File: src/rtl/photonic_ctrl_arbiter_pkg.sv
// Shared packet and state definitions for the photonic control-plane arbiter.
package photonic_ctrl_pkg;

    typedef enum logic [3:0] {
        PKT_IDLE    = 4'd0,
        PKT_REQ     = 4'd1,
        PKT_GRANT   = 4'd2,
        PKT_RELEASE = 4'd3,
        PKT_DENY    = 4'd4,
        PKT_REVOKE  = 4'd5
    } pkt_type_e;

    localparam int TYPE_MSB = 31;
    localparam int TYPE_LSB = 28;
    localparam int RSVD_MSB = 27;
    localparam int RSVD_LSB = 16;
    localparam int DEST_MSB = 15;
    localparam int DEST_LSB = 0;

    typedef enum logic [1:0] {
        S_IDLE    = 2'd0,
        S_PEND    = 2'd1,
        S_GRANTED = 2'd2
    } src_state_e;

    function automatic logic [31:0] make_pkt(pkt_type_e t, logic [15:0] dest);
        logic [31:0] p;
        p = '0;
        p[TYPE_MSB:TYPE_LSB] = t;
        p[DEST_MSB:DEST_LSB] = dest;
        return p;
    endfunction

endpackage

File: src/rtl/photonic_ctrl_arbiter_rr_picker.sv
// Combinational round-robin picker: first set request at or after ptr, wrapping modulo N.
module rr_picker #(
    parameter int N  = 4,
    parameter int PW = (N > 1) ? $clog2(N) : 1
) (
    input  logic [N-1:0]  req,
    input  logic [PW-1:0] ptr,
    output logic [N-1:0]  grant_oh,
    output logic          valid
);

    logic [PW-1:0] idx;

    always_comb begin
        grant_oh = '0;
        valid    = 1'b0;
        idx      = '0;
        for (int k = 0; k < N; k++) begin
            idx = PW'((int'(ptr) + k) % N);
            if (!valid && req[idx]) begin
                grant_oh[idx] = 1'b1;
                valid         = 1'b1;
            end
        end
    end

endmodule

File: src/rtl/photonic_ctrl_arbiter.sv
// Control-plane arbiter granting exclusive destination receive channels round-robin.
// Optional grant revocation after TIMEOUT cycles is enabled by defining GRANT_TIMEOUT_EN.
module photonic_ctrl_arbiter
    import photonic_ctrl_pkg::*;
#(
    parameter int NODES   = 4,
    parameter int TIMEOUT = 256
) (
    input  logic              clk,
    input  logic              rst,
    input  logic [31:0]       ctrl_in_packet  [NODES],
    output logic [31:0]       ctrl_out_packet [NODES],
    output logic [NODES-1:0]  dest_busy,
    output logic [NODES-1:0]  grant_active
);

    localparam int PW = (NODES > 1) ? $clog2(NODES) : 1;

    src_state_e        state_q [NODES];
    src_state_e        state_d [NODES];
    logic [PW-1:0]     dest_q  [NODES];
    logic [PW-1:0]     dest_d  [NODES];
    logic [31:0]       out_q   [NODES];
    logic [31:0]       out_d   [NODES];
    logic [PW-1:0]     rr_q, rr_d;
    logic [NODES-1:0]  busy_q, busy_d;
    logic [NODES-1:0]  gact_q, gact_d;

    logic [3:0]        in_type [NODES];
    logic [15:0]       in_dest [NODES];
    logic [NODES-1:0]  rsvd_unused;
    logic [NODES-1:0]  deny_now, release_ok, timeout_now, busy_eff, eligible, win_oh;
    logic              win_valid;

`ifdef GRANT_TIMEOUT_EN
    localparam int CW = (TIMEOUT > 1) ? $clog2(TIMEOUT) : 1;
    logic [CW-1:0]     cnt_q [NODES];
    logic [CW-1:0]     cnt_d [NODES];
`endif

    for (genvar g = 0; g < NODES; g++) begin : g_port
        assign in_type[g]         = ctrl_in_packet[g][TYPE_MSB:TYPE_LSB];
        assign in_dest[g]         = ctrl_in_packet[g][DEST_MSB:DEST_LSB];
        assign rsvd_unused[g]     = ^ctrl_in_packet[g][RSVD_MSB:RSVD_LSB];
        assign ctrl_out_packet[g] = out_q[g];
    end

    assign dest_busy    = busy_q;
    assign grant_active = gact_q;

    // Releases and revocations free their destination before this cycle's arbitration.
    always_comb begin
        deny_now    = '0;
        release_ok  = '0;
        timeout_now = '0;
        busy_eff    = '0;
        eligible    = '0;
        for (int s = 0; s < NODES; s++) begin
            deny_now[s]   = (in_type[s] == PKT_REQ) &&
                            ((in_dest[s] >= 16'(NODES)) || (in_dest[s] == 16'(s)));
            release_ok[s] = (in_type[s] == PKT_RELEASE) && (state_q[s] == S_GRANTED) &&
                            (in_dest[s] == 16'(dest_q[s]));
`ifdef GRANT_TIMEOUT_EN
            timeout_now[s] = (state_q[s] == S_GRANTED) && (cnt_q[s] == CW'(TIMEOUT - 1)) &&
                             !release_ok[s] && !deny_now[s];
`endif
            if ((state_q[s] == S_GRANTED) && !release_ok[s] && !timeout_now[s])
                busy_eff[dest_q[s]] = 1'b1;
        end
        // A DENY going out this cycle displaces the grant, so that source sits out one round.
        for (int s = 0; s < NODES; s++)
            eligible[s] = (state_q[s] == S_PEND) && !busy_eff[dest_q[s]] && !deny_now[s];
    end

    rr_picker #(.N(NODES), .PW(PW)) u_picker (
        .req      (eligible),
        .ptr      (rr_q),
        .grant_oh (win_oh),
        .valid    (win_valid)
    );

    always_comb begin
        rr_d   = rr_q;
        busy_d = '0;
        gact_d = '0;
        for (int s = 0; s < NODES; s++) begin
            state_d[s] = state_q[s];
            dest_d[s]  = dest_q[s];
            out_d[s]   = make_pkt(PKT_IDLE, 16'h0);
`ifdef GRANT_TIMEOUT_EN
            cnt_d[s]   = cnt_q[s];
`endif
            if (deny_now[s])
                out_d[s] = make_pkt(PKT_DENY, in_dest[s]);
            case (state_q[s])
                S_IDLE: begin
                    if ((in_type[s] == PKT_REQ) && !deny_now[s]) begin
                        state_d[s] = S_PEND;
                        dest_d[s]  = in_dest[s][PW-1:0];
                    end
                end
                S_PEND: begin
                    if (win_valid && win_oh[s]) begin
                        state_d[s] = S_GRANTED;
                        out_d[s]   = make_pkt(PKT_GRANT, 16'(dest_q[s]));
                        rr_d       = (s == NODES - 1) ? '0 : PW'(s + 1);
`ifdef GRANT_TIMEOUT_EN
                        cnt_d[s]   = '0;
`endif
                    end
                end
                S_GRANTED: begin
                    if (release_ok[s]) begin
                        state_d[s] = S_IDLE;
                    end else if (timeout_now[s]) begin
                        state_d[s] = S_IDLE;
                        out_d[s]   = make_pkt(PKT_REVOKE, 16'(dest_q[s]));
                    end
`ifdef GRANT_TIMEOUT_EN
                    else if (cnt_q[s] != CW'(TIMEOUT - 1)) begin
                        cnt_d[s] = cnt_q[s] + 1'b1;
                    end
`endif
                end
                default: state_d[s] = S_IDLE;
            endcase
            if (state_d[s] == S_GRANTED) begin
                busy_d[dest_d[s]] = 1'b1;
                gact_d[s]         = 1'b1;
            end
        end
    end

    always_ff @(posedge clk or negedge rst) begin
        if (!rst) begin
            rr_q   <= '0;
            busy_q <= '0;
            gact_q <= '0;
            for (int s = 0; s < NODES; s++) begin
                state_q[s] <= S_IDLE;
                dest_q[s]  <= '0;
                out_q[s]   <= 32'h0;
`ifdef GRANT_TIMEOUT_EN
                cnt_q[s]   <= '0;
`endif
            end
        end else begin
            rr_q   <= rr_d;
            busy_q <= busy_d;
            gact_q <= gact_d;
            for (int s = 0; s < NODES; s++) begin
                state_q[s] <= state_d[s];
                dest_q[s]  <= dest_d[s];
                out_q[s]   <= out_d[s];
`ifdef GRANT_TIMEOUT_EN
                cnt_q[s]   <= cnt_d[s];
`endif
            end
        end
    end

endmodule
File: config.mk
export PLATFORM = sky130hd
export DESIGN_NAME = photonic_ctrl_arbiter
export DESIGN_NICKNAME = d
export VERILOG_FILES = /design/src/rtl/photonic_ctrl_arbiter_pkg.sv /design/src/rtl/photonic_ctrl_arbiter_rr_picker.sv /design/src/rtl/photonic_ctrl_arbiter.sv
export SDC_FILE = /design/constraint.sdc
export NUM_CORES = 1
export LEC_CHECK = 0
export BUFFER_PORTS_ARGS = -buffer_cell sky130_fd_sc_hd__buf_2
export CORE_MARGIN = 4
export CORE_UTILIZATION = 50
export DETAILED_ROUTE_END_ITERATION = 10
export PLACE_DENSITY = 0.87
export SETUP_SLACK_MARGIN = 0.5
export SLEW_MARGIN = 40
export SYNTH_ARGS = -nofsm -noshare
export SYNTH_HDL_FRONTEND = slang
export SYNTH_SLANG_ARGS = --single-unit
File: constraint.sdc
create_clock -name clk -period 8.9 [get_ports clk]
set_input_delay 0.89 -clock clk [delete_from_list [all_inputs] [get_ports clk]]
set_output_delay 0.89 -clock clk [all_outputs]
set_load 0.02 [all_outputs]
==> run_results.csv, run 1 <==
group,metric,value,unit
outcome,run_status,"finished clean",
logic_synthesis,syn_area_per_cell,9.93,µm²
pwr,share_comb_of_total_power,8.9,%
job,drv_cap,0,
worst_setup_path,critical-path-top-delay-family,"simple AND/OR/NAND/NOR gates",
clock_network,cts-root-buf,"sky130_fd_sc_hd__clkbuf_8",
clock_network,cts.sinks,98,
routing,vias,4496,
pwr,vdd_drop_max,77.1,µV
clock_network,clock_tree.buffer_depth,2,
logic_synthesis,synth.distinct_cells,68,
logic_synthesis,synth-seq-cells,98,
floorplanning,floorplan.core_area,0.00991,mm²
routing,avgViaCountPerCell,5.52,
clock_network,cts_tree,"built",
logic_synthesis,synth_ff_type,"sky130_fd_sc_hd__dfrtp_1",
final_layout,final_net_count,815,
logic_synthesis,cell_count_after_synthesis,521,
clock_network,cts-buffers-inserted,9,
floorplanning,row_count,36,
floorplanning,io_pins,266,
clock_network,clk_transition_reported_paths,0.09,ns
floorplanning,initial_core_util,52.2,%
worst_setup_path,type_of_element_launching_the_critical_path,"primary input",
logic_synthesis,synth_sequential_area_ratio,47.4,%
floorplanning,die_width,110,µm
routing,wirelength,13100,µm
final_layout,most_frequent_standard_cell_in_the_layout_excluding_fill_and_tap_cells,"sky130_fd_sc_hd__buf_2",
timing,min_period_over_period,64.1,%
worst_setup_path,worstPathCellList,"buf_2 -> nor4_1 -> and4_1 -> nor4b_2 -> nor4_1 -> or4_4 -> mux4_2 -> or2_4 -> mux4_2 -> nor2_1 -> a311oi_1 -> nor2_1 -> clkinv_1 -> o21ai_0",
worst_setup_path,timing.critical_path.required,9.17,ns
floorplanning,die-area,0.0120,mm²
worst_setup_path,critPathCaptureType,"register",
pwr,power,0.891,mW
clock_network,cts_resized,0,
routing,drt_drc_violations_left,0,
clock_network,htree_levels,3,
final_layout,fillcell_total,776,
pwr,power.static_leakage,3.43,nW
grt,maximum_number_of_pins_on_one_net_before_global_route_repair,69,
grt,grt_first_pass_wirelength,19900,µm
timing,finalCriticalPeriod,5.71,ns
worst_setup_path,crit_type,"primary input to register",
logic_synthesis,yosys_warnings,0,
timing,slew-limit-headroom,45.7,%
pwr,int_pwr,0.677,mW
grt,first_global_vias,4324,
min_path,hold_path.class,"primary input to asynchronous set/reset pin",
final_layout,num_antenna_cells,0,
timing,setup-violations-final,0,
logic_synthesis,synthesis.area,0.00517,mm²
timing,final-hold-violation-count,0,
worst_setup_path,worst-path-buf-inv,2,
final_layout,multi_input_comb_area,0.00239,mm²
pwr,power.share.sequential,50.6,%
routing,routed_wl_per_cell,16.0,µm
routing,detailedRoute.firstPassIterationCount,5,
pwr,share_clk_of_total_power,40.5,%
clock_network,postCtsHoldBufs,0,
pwr,switching_share,24.0,%
worst_setup_path,worstRegToRegCells,13,
worst_setup_path,worst-path-max-fanout,15,
clock_network,clk-insertion-delay-late,0.37,ns
timing,tns,0,ns
worst_setup_path,cp_data_arrival_time,5.98,ns
timing,tightest_slew,0.812,ns
placement,port-buffer-count,161,
worst_setup_path,worstReg2RegEnd,"ctrl_out_packet[32]",
pwr,switchingPower,0.214,mW
pwr,cellPowerDensity,144,mW/mm²
logic_synthesis,ys_async_sr_fraction,100,%
worst_setup_path,critical-path-max-stage-delay,0.64,ns
routing,detail-route-antenna-nets,0,
placement,dp.final_hpwl,9610,µm
clock_network,post_cts_setup_driven_buffer_insertion_count,0,
timing,finalMaxSlewViolations,0,
timing,fmax,175,MHz
timing,timing.clock.skew,0.00661,ns
grt,grt_overflow_total,0,
worst_setup_path,cpMaxStageDelayCell,"sky130_fd_sc_hd__nor2_1",
worst_setup_path,critical_path.reg2reg.startpoint,"dest_q[6]",
logic_synthesis,synth_edf_count,0,
grt,grt_antenna_before_repair,0,
final_layout,layout.cells.most_common_list,"sky130_fd_sc_hd__buf_2 (160), sky130_fd_sc_hd__dfrtp_1 (98), sky130_fd_sc_hd__conb_1 (56)",
routing,drt_first_iter_violations,312,
final_layout,share_of_layout_cells_above_drive_strength_1,29.6,%
grt,gr-usage-all-layers,20.9,%
floorplanning,fp.dieH,110,µm
final_layout,flow.area_growth_from_synthesis,19.5,%
worst_setup_path,reg2reg_slack,3.47,ns
final_layout,ff_latch_area,0.00245,mm²
placement,place_congestion,0.929,
timing,unrepaired_setup_endpoints_after_global_routing,"no",
==> power by group through the flow <==
stage | Clock (mW) | Sequential, mW | Combinational, mW
floorplan | 0 | 0.467 | 0.0500
global placement | 0 | 0.460 | 0.0756
detailed placement | 0 | 0.460 | 0.0777
CTS | 0.362 | 0.451 | 0.0783
global route | 0.381 | 0.452 | 0.0870
finish | 0.361 | 0.451 | 0.0793
==> through the flow <==
step,worst slack [ns],std cells,utilization [%],hold WS (ns),cell area [µm²]
after floorplan,3.38,576,-,0.520,5380
after global placement,2.60,799,59.4,0.572,5890
after detailed placement,2.71,799,59.5,0.574,5900
after CTS,3.01,815,62.2,0.440,6160
after global routing,3.00,815,62.4,0.462,6180
final,3.19,815,62.4,0.440,6180
==> worst reg2reg max path, stage by stage (launching register included) <==
cell and delay [ns]:
sky130_fd_sc_hd__dfrtp_1 0.51, sky130_fd_sc_hd__xor2_1 0.22, sky130_fd_sc_hd__or4b_4 0.57, sky130_fd_sc_hd__o21a_4 0.24
sky130_fd_sc_hd__and3_4 0.18, sky130_fd_sc_hd__or4_4 0.53, sky130_fd_sc_hd__mux4_2 0.51, sky130_fd_sc_hd__or2_4 0.29
sky130_fd_sc_hd__mux4_2 0.58, sky130_fd_sc_hd__nor2_1 0.19, sky130_fd_sc_hd__a311oi_1 0.09, sky130_fd_sc_hd__nor2_1 0.64
sky130_fd_sc_hd__clkinv_1 0.46, sky130_fd_sc_hd__o21ai_0 0.32
==> logic make-up (layout without fill, tap and decap cells) <==
kind of cell | after synthesis | in the layout | synth area share, %
AO/OA/AOI/OAI | 82 | 82 | 11.9
XOR/XNOR | 8 | 8 | 1.35
adder cells (fa/ha/maj) | 8 | 8 | 1.93
buffers and inverters | 95 | 201 | 11.0
flip-flops | 98 | 98 | 47.4
multiplexers | 7 | 7 | 2.13
other | 1 | 56 | 0.0725
AND/OR/NAND/NOR | 222 | 222 | 24.2
==> cell type report <==
| class | instances | area share, % |
|---|---|---|
| Clock buffer | 11 | 2.45 |
| Tap cell | 133 | 2.69 |
| Sequential cell | 98 | 39.7 |
| Clock inverter | 5 | 1.74 |
| Multi-Input combinational cell | 383 | 38.7 |
| Inverter | 21 | 1.27 |
| Timing Repair Buffer | 164 | 13.5 |
==> worst max-delay path by stage <==
stage,start,to,cells past startpoint
floorplan,ctrl_in_packet[127],dest_busy[3],14
finish,ctrl_in_packet[36],ctrl_out_packet[32],14
CTS,ctrl_in_packet[36],dest_busy[3],14
global placement,ctrl_in_packet[47],dest_busy[3],14
detailed placement,ctrl_in_packet[47],dest_busy[3],14
global route,ctrl_in_packet[36],ctrl_out_packet[32],14
==> Yosys cell counts, types with 4 or more instances <==
library cell               instances  area, µm²
sky130_fd_sc_hd__a21o_1            4       30.0
sky130_fd_sc_hd__a21oi_1           6       30.0
sky130_fd_sc_hd__a221o_1           4       40.0
sky130_fd_sc_hd__and2_1           21        131
sky130_fd_sc_hd__and3_1           47        294
sky130_fd_sc_hd__buf_4            56        420
sky130_fd_sc_hd__clkbuf_1         17       63.8
sky130_fd_sc_hd__dfrtp_1          98       2450
sky130_fd_sc_hd__ha_1              8        100
sky130_fd_sc_hd__inv_1            20       75.1
sky130_fd_sc_hd__nand2_1          38        143
sky130_fd_sc_hd__nand2b_1          6       37.5
sky130_fd_sc_hd__nand3_1           6       30.0
sky130_fd_sc_hd__nand4_1           7       43.8
sky130_fd_sc_hd__nor2_1           28        105
sky130_fd_sc_hd__nor2b_1          10       62.6
sky130_fd_sc_hd__nor3_1           11       55.1
sky130_fd_sc_hd__nor4_1           17        106
sky130_fd_sc_hd__o211ai_1          9       67.6
sky130_fd_sc_hd__o21a_1            6       45.0
sky130_fd_sc_hd__o21ai_0          16       80.1
sky130_fd_sc_hd__o221ai_1          4       35.0
sky130_fd_sc_hd__or3_1             9       56.3
sky130_fd_sc_hd__xnor2_1           4       35.0
sky130_fd_sc_hd__xor2_1            4       35.0
==> layer usage <==
| layer | vias to the layer above | wire length (µm) | GRT usage, % |
|---|---|---|---|
| li1 | 2055 | - | - |
| met1 | 2110 | 4870 | 25.4 |
| met2 | 291 | 6660 | 36.4 |
| met3 | 40 | 1150 | 2.35 |
| met4 | 0 | 367 | 10.8 |
| met5 | - | 0 | 0 |
==> sequential cells by signal (all words and copies together) (netlist names) <==
register	flops
state_q	8
dest_q	8
rr_q	2
grant_active	4
dest_busy	4
ctrl_out_packet	72
Power figures use the tool's default switching activity.
==> inputs of run 2 (changes only) <==
- CORE_UTILIZATION: 50 -> 46
- PLACE_DENSITY: 0.87 -> 0.81
- clock period: 8.9 -> 5.5 ns (I/O delays scaled with it)
==> run 2 against run 1 <==
Compared with the run above:
- final cell count is 2.7% higher
- register-to-register slack worse by 2.9 ns
- design area is 2.9% higher
- clock skew is 0.0024 ns higher
- total power is 72% higher
- sequential cell count stayed put
- largest cell class unchanged
- sequential power is 62% higher
- highest routed layer unchanged
- largest power group unchanged
- routed wire length is 2.4% higher
==> run_results.csv, run 2 (same netlist as run 1, synthesis figures left out) <==
group,metric,value,unit
routing,detailedRoute.firstPassIterationCount,5,
final_layout,final_net_count,830,
worst_setup_path,critical-path-max-stage-delay,0.55,ns
pwr,share_comb_of_total_power,8.4,%
clock_network,clk_transition_reported_paths,0.07,ns
worst_setup_path,crit_type,"primary input to register",
placement,place_worst_setup_slack,0.0958,ns
clock_network,cts_tree,"built",
clock_network,htree_levels,3,
timing,fmax,201,MHz
pwr,power.share.sequential,47.6,%
clock_network,cts-buffers-inserted,9,
timing,finalCriticalPeriod,4.98,ns
timing,hold_slack,0.184,ns
grt,grt_overflow_total,0,
final_layout,flow.area_growth_from_synthesis,23.0,%
worst_setup_path,worst-path-max-fanout,7,
routing,avgViaCountPerCell,5.44,
final_layout,finish.utilization,58.2,%
timing,final-hold-violation-count,0,
placement,placed_area,0.00597,mm²
grt,grt_antenna_before_repair,0,
final_layout,finish.instance_area,0.00637,mm²
placement,place_congestion,0.917,
placement,dp.final_hpwl,9750,µm
floorplanning,initial_core_util,47.3,%
floorplanning,floorplan.core_area,0.0109,mm²
min_path,hold_path.class,"primary input to asynchronous set/reset pin",
pwr,int_pwr,1.18,mW
worst_setup_path,critical-path-top-delay-family,"simple AND/OR/NAND/NOR gates",
final_layout,largest_reg_flops,72,
grt,first_global_vias,4476,
routing,drt_drc_violations_left,0,
worst_setup_path,cpMaxStageDelayCell,"sky130_fd_sc_hd__mux4_2",
timing,timing.clock.skew,0.00906,ns
placement,placed_cells,815,
final_layout,final_instance_count_without_filler_cells,837,
worst_setup_path,worstPathCellList,"buf_2 -> or3b_4 -> or4b_4 -> o21a_4 -> and3_4 -> or4_4 -> mux4_2 -> or2_4 -> mux4_2 -> o211a_1 -> a32o_2 -> or2_4 -> a31o_1 -> or4_1",
timing,unrepaired_setup_endpoints_after_global_routing,"no",
grt,grt_first_pass_wirelength,20900,µm
worst_setup_path,worst-path-buf-inv,1,
final_layout,layout.cells.most_common_list,"sky130_fd_sc_hd__buf_2 (160), sky130_fd_sc_hd__dfrtp_1 (97), sky130_fd_sc_hd__conb_1 (56)",
pwr,power.static_leakage,3.53,nW
pwr,switchingPower,0.356,mW
placement,port-buffer-count,161,
grt,gr-usage-all-layers,19.7,%
worst_setup_path,cp_data_arrival_time,5.17,ns
routing,drt_first_iter_violations,427,
floorplanning,fp.dieH,114,µm
floorplanning,io_pins,266,
worst_setup_path,type_of_element_launching_the_critical_path,"primary input",
timing,finalMaxSlewViolations,0,
clock_network,cts-root-buf,"sky130_fd_sc_hd__clkbuf_16",
timing,tightest_slew,0.716,ns
timing,slew-limit-headroom,52.0,%
final_layout,num_antenna_cells,0,
final_layout,most_frequent_standard_cell_in_the_layout_excluding_fill_and_tap_cells,"sky130_fd_sc_hd__buf_2",
final_layout,share_of_layout_cells_above_drive_strength_1,31.1,%
pwr,cellPowerDensity,241,mW/mm²
floorplanning,die_width,114,µm
outcome,run_status,"finished clean",
routing,detail-route-antenna-nets,0,
grt,maximum_number_of_pins_on_one_net_before_global_route_repair,58,
worst_setup_path,timing.critical_path.required,5.70,ns
pwr,vdd_drop_max,197,µV
clock_network,clk-insertion-delay-late,0.34,ns
floorplanning,die-area,0.0130,mm²
timing,setup-violations-final,0,
timing,fin_ws,0.525,ns
timing,tns,0,ns
floorplanning,row_count,38,
routing,vias,4552,
routing,wirelength,13400,µm
pwr,power,1.54,mW
clock_network,clock_tree.buffer_depth,2,
routing,routed_wl_per_cell,16.0,µm
timing,min_period_over_period,90.5,%
clock_network,cts.sinks,98,
worst_setup_path,critPathCaptureType,"register",
pwr,switching_share,23.2,%
pwr,share_clk_of_total_power,44.1,%
job,drv_cap,0,
-- run 2: per-layer routing --
layer	GRT usage, %	vias to the layer above	routed length (µm)
li1	-	2086	-
met1	23.9	2179	5020
met2	35.0	258	6800
met3	3.65	29	1260
met4	6.81	0	271
met5	0	-	0
-- run 2: timing repair --
action                     in CTS  in global routing
hold endpoints to repair        0                  0
pin swaps                       0                  6
setup endpoints to repair       2                  3
cloned                          0                  0
setup buffers                   2                  4
hold buffers                    0                  0
gates resized for setup         1                  3
-- run 2: layout make-up --
class	instances	area [µm²]
Sequential cell	98	2450
Fill cell	888	4570
Timing Repair Buffer	179	943
Multi-Input combinational cell	383	2390
Tap cell	140	175
Clock inverter	5	82.6
Clock buffer	11	243
Inverter	21	78.8
-- run 2: path summary, 6_finish.rpt --
check | from | cells after the start | end | slack (ns)
worst max-delay path | ctrl_in_packet[126] | 14 | dest_busy[3] | 0.52
worst min-delay path | rst | 1 | ctrl_out_packet[69] | 0.18
worst max register to register | dest_q[6] | 13 | dest_busy[3] | 0.59
worst min register to register | dest_q[6] | 2 | ctrl_out_packet[96] | 0.55
max in group asynchronous | rst | 2 | dest_q[6] | 4.21
min in group clk | ctrl_in_packet[99] | 2 | ctrl_out_packet[99] | 0.44
-- run 2: worst register-to-register path, stage by stage (launching register included) --
cell                      delay (ns)
sky130_fd_sc_hd__dfrtp_2        0.43
sky130_fd_sc_hd__xor2_1         0.18
sky130_fd_sc_hd__or4b_4         0.56
sky130_fd_sc_hd__o21a_4         0.23
sky130_fd_sc_hd__and3_4         0.18
sky130_fd_sc_hd__or4_4          0.44
sky130_fd_sc_hd__mux4_2         0.50
sky130_fd_sc_hd__or2_4          0.28
sky130_fd_sc_hd__mux4_2         0.55
sky130_fd_sc_hd__o211a_1        0.27
sky130_fd_sc_hd__a32o_2         0.24
sky130_fd_sc_hd__or2_4          0.27
sky130_fd_sc_hd__a31o_1         0.17
sky130_fd_sc_hd__or4_1          0.48
-- run 2: power groups by stage --
stage          sequential [mW]  combinational, mW  clock, mW
2_1_floorplan            0.756             0.0808          0
3_3_place_gp             0.744              0.123          0
3_5_place_dp             0.744              0.127          0
4_1_cts                  0.731              0.128      0.685
5_1_grt                  0.731              0.141      0.721
6_report                 0.731              0.128      0.677
==> inputs of run 3 (changes only) <==
- SYNTH_HIERARCHICAL: unset -> 1
==> run 3 against run 2 <==
Compared with the run above:
- clock skew down 0.0025 ns
- synthesized cell count down 6.0%
- global-route usage down 0.78 points
- non-clock buffer count down 10
- utilization down 2.4 points
- highest routed layer unchanged
- register-to-register slack better by 0.22 ns
- synthesized area down 1.5%
- setup slack better by 0.26 ns
- critical path type unchanged
- clock power down 31%
==> run_results.csv, run 3 <==
group,metric,value,unit
final_layout,share_of_layout_cells_above_drive_strength_1,32.3,%
worst_setup_path,timing.critical_path.required,5.73,ns
clock_network,postCtsHoldBufs,0,
floorplanning,floorplan.core_area,0.0108,mm²
worst_setup_path,cpMostUsedCell,"sky130_fd_sc_hd__a221oi_2",
final_layout,largest_reg_flops,72,
worst_setup_path,worst-path-buf-inv,3,
worst_setup_path,crit_type,"primary input to register",
worst_setup_path,cp_data_arrival_time,4.94,ns
final_layout,finish.instance_area,0.00605,mm²
final_layout,most_frequent_standard_cell_in_the_layout_excluding_fill_and_tap_cells,"sky130_fd_sc_hd__buf_2",
clock_network,clk_transition_reported_paths,0.09,ns
final_layout,finish.utilization,55.8,%
placement,placed_cells,783,
logic_synthesis,most_numerous_cell_types_in_the_synthesized_netlist,"sky130_fd_sc_hd__dfrtp_1 (98), sky130_fd_sc_hd__buf_4 (58), sky130_fd_sc_hd__and2_1 (54), sky130_fd_sc_hd__nand2_1 (31)",
placement,place_congestion,0.930,
logic_synthesis,post-synth-top-area-fraction,48.1,%
routing,avgViaCountPerCell,5.19,
logic_synthesis,synthTopCellsByArea,"sky130_fd_sc_hd__dfrtp_1 (48%), sky130_fd_sc_hd__buf_4 (8.5%), sky130_fd_sc_hd__and2_1 (6.6%), sky130_fd_sc_hd__mux2i_1 (2.6%), sky130_fd_sc_hd__nand2_1 (2.3%)",
timing,final-hold-violation-count,0,
final_layout,flow.area_growth_from_synthesis,18.8,%
pwr,power.share.sequential,54.9,%
floorplanning,row_count,38,
grt,maximum_number_of_pins_on_one_net_before_global_route_repair,52,
clock_network,cts-buffers-inserted,9,
logic_synthesis,yosys_warnings,6,
pwr,switchingPower,0.340,mW
worst_setup_path,critical-path-max-stage-delay,0.57,ns
logic_synthesis,synthesis.area,0.00509,mm²
final_layout,layout.cells.most_common_list,"sky130_fd_sc_hd__buf_2 (160), sky130_fd_sc_hd__dfrtp_1 (98), sky130_fd_sc_hd__conb_1 (56)",
timing,setup-violations-final,0,
clock_network,cts.sinks,98,
clock_network,clock_tree.buffer_depth,2,
worst_setup_path,critPathCaptureType,"register",
outcome,run_status,"finished clean",
final_layout,final_net_count,790,
logic_synthesis,synth_sequential_area_ratio,48.1,%
worst_setup_path,type_of_element_launching_the_critical_path,"primary input",
worst_setup_path,worstPathCellList,"buf_2 -> or3b_1 -> or4_4 -> o21ai_4 -> o22ai_1 -> a221oi_2 -> a211oi_1 -> nor3_1 -> buf_4 -> mux2i_1 -> mux2_2 -> a221oi_2 -> o2bb2ai_1 -> nand3_1 -> inv_1 -> or2_4 -> nor2b_1 -> a32oi_1 -> o221ai_1",
grt,grt_antenna_before_repair,0,
clock_network,cts-root-buf,"sky130_fd_sc_hd__clkbuf_8",
logic_synthesis,synth_edf_count,0,
routing,drt_drc_violations_left,0,
routing,detailedRoute.firstPassIterationCount,5,
pwr,vdd_drop_max,140,µV
pwr,int_pwr,0.990,mW
timing,hold_slack,0.179,ns
floorplanning,initial_core_util,47.0,%
floorplanning,io_pins,266,
floorplanning,die-area,0.0128,mm²
final_layout,final_instance_count_without_filler_cells,799,
routing,vias,4150,
timing,tightest_slew,0.659,ns
routing,routed_wl_per_cell,15.6,µm
clock_network,cts_tree,"built",
placement,placed_area,0.00585,mm²
placement,port-buffer-count,161,
pwr,cellPowerDensity,220,mW/mm²
placement,dp.final_hpwl,9590,µm
final_layout,fillcell_total,931,
routing,wirelength,12500,µm
timing,min_period_over_period,85.7,%
worst_setup_path,worst-path-max-fanout,9,
floorplanning,die_width,113,µm
routing,detail-route-antenna-nets,0,
pwr,share_clk_of_total_power,35.3,%
worst_setup_path,cpMaxStageDelayCell,"sky130_fd_sc_hd__or4_4",
pwr,power.static_leakage,3.26,nW
timing,unrepaired_setup_endpoints_after_global_routing,"no",
logic_synthesis,syn_area_per_cell,10.4,µm²
grt,first_global_vias,4113,
clock_network,clk-insertion-delay-late,0.36,ns
logic_synthesis,synth_ff_type,"sky130_fd_sc_hd__dfrtp_1",
floorplanning,fp.dieH,113,µm
logic_synthesis,synth_largest_area_cell,"sky130_fd_sc_hd__dfrtp_1",
timing,slew-limit-headroom,56.1,%
logic_synthesis,cell_count_after_synthesis,490,
clock_network,htree_levels,3,
min_path,hold_path.class,"primary input to asynchronous set/reset pin",
job,drv_cap,0,
logic_synthesis,synth-seq-cells,98,
grt,grt_first_pass_wirelength,19800,µm
logic_synthesis,ys_async_sr_fraction,100,%
logic_synthesis,post-synth-top-count-cell,"sky130_fd_sc_hd__dfrtp_1",
grt,gr-usage-all-layers,18.9,%
final_layout,num_antenna_cells,0,
routing,drt_first_iter_violations,355,
timing,finalCriticalPeriod,4.71,ns
timing,finalMaxSlewViolations,0,
worst_setup_path,reg2reg_slack,0.81,ns
grt,grt_overflow_total,0,
logic_synthesis,synth.distinct_cells,62,
timing,fmax,212,MHz
worst_setup_path,critical-path-top-delay-family,"simple AND/OR/NAND/NOR gates",
timing,timing.clock.skew,0.00654,ns
pwr,switching_share,25.6,%
timing,tns,0,ns
pwr,share_comb_of_total_power,9.8,%
-- run 3: changes by cell type after synthesis, sizes merged, moves of 7 or more --
cell	change
nand3	+7
clkbuf	-8
o22ai	+13
and3	-47
or3	-8
mux2i	+11
and2	+33
inv	+7
o21ai	-10
o2111ai	+9
o211ai	-9
nand2	-7
-- run 3: final cells by class --
class | instances | area, µm² | share of cell area [%]
Tap cell | 140 | 175 | 2.89
Clock buffer | 10 | 138 | 2.27
Sequential cell | 98 | 2450 | 40.5
Multi-Input combinational cell | 349 | 2250 | 37.2
Inverter | 27 | 101 | 1.67
Timing Repair Buffer | 169 | 868 | 14.4
Clock inverter | 6 | 62.6 | 1.03
-- run 3: stage by stage --
step / total power, mW / setup WS (ns)
after detailed placement: 0.873 / 0.352
after global routing: 1.39 / 0.543
after global placement: 0.870 / 0.470
final: 1.33 / 0.787
after floorplan: 0.838 / 1.07
after CTS: 1.34 / 0.732
-- run 3: metal layers --
| metal | part of all wire [%] | global-route usage (%) | vias up | wire length (µm) |
|---|---|---|---|---|
| met4 | 1.7 | 6.89 | 0 | 216 |
| met3 | 10 | 4.92 | 19 | 1270 |
| met1 | 38 | 23.2 | 1975 | 4780 |
| met2 | 50 | 32.1 | 244 | 6190 |
| li1 | - | - | 1912 | - |
| met5 | 0 | 0 | - | 0 |
-- run 3: worst reg2reg max path, delay by kind of cell (launching register included) --
kind            cells  cell delay, ns
simple gates        5            1.42
compound gates      8            1.62
flops               1            0.51
xor+xnor            1            0.20
buf+inv             2            0.34
mux                 2            0.48
-- run 3: logic make-up after synthesis --
group,count (synthesis),share of synthesized area [%]
buf+inv,98,11.7
simple gates,192,21.8
mux,18,3.88
other cells,1,0.0736
xor+xnor,8,1.38
flops,98,48.1
fa+ha+maj,6,1.47
compound gates,69,11.5
-- run 3: power groups by stage --
stage / Combinational, mW / Sequential (mW) / Clock (mW)
6_report: 0.130 / 0.730 / 0.470
5_1_grt: 0.142 / 0.731 / 0.513
4_1_cts: 0.130 / 0.730 / 0.479
3_5_place_dp: 0.129 / 0.744 / 0
3_3_place_gp: 0.126 / 0.744 / 0
2_1_floorplan: 0.0823 / 0.756 / 0
-- run 3: path summary, 6_finish.rpt --
| path | from | to | cells after the start |
|---|---|---|---|
| setup / recovery | ctrl_in_packet[31] | dest_busy[2] | 19 |
| hold / removal | rst | ctrl_out_packet[109] | 1 |
| setup reg to reg | dest_q[1] | dest_busy[2] | 18 |
| hold reg to reg | state_q[4] | state_q[4] | 2 |
| max in group asynchronous | rst | ctrl_out_packet[29] | 2 |
| min in group clk | ctrl_in_packet[73] | ctrl_out_packet[73] | 2 |
-- run 3: timing repair --
item,in CTS,in global routing
gates resized for setup,0,1
setup endpoints to repair,0,30
setup buffers,0,0
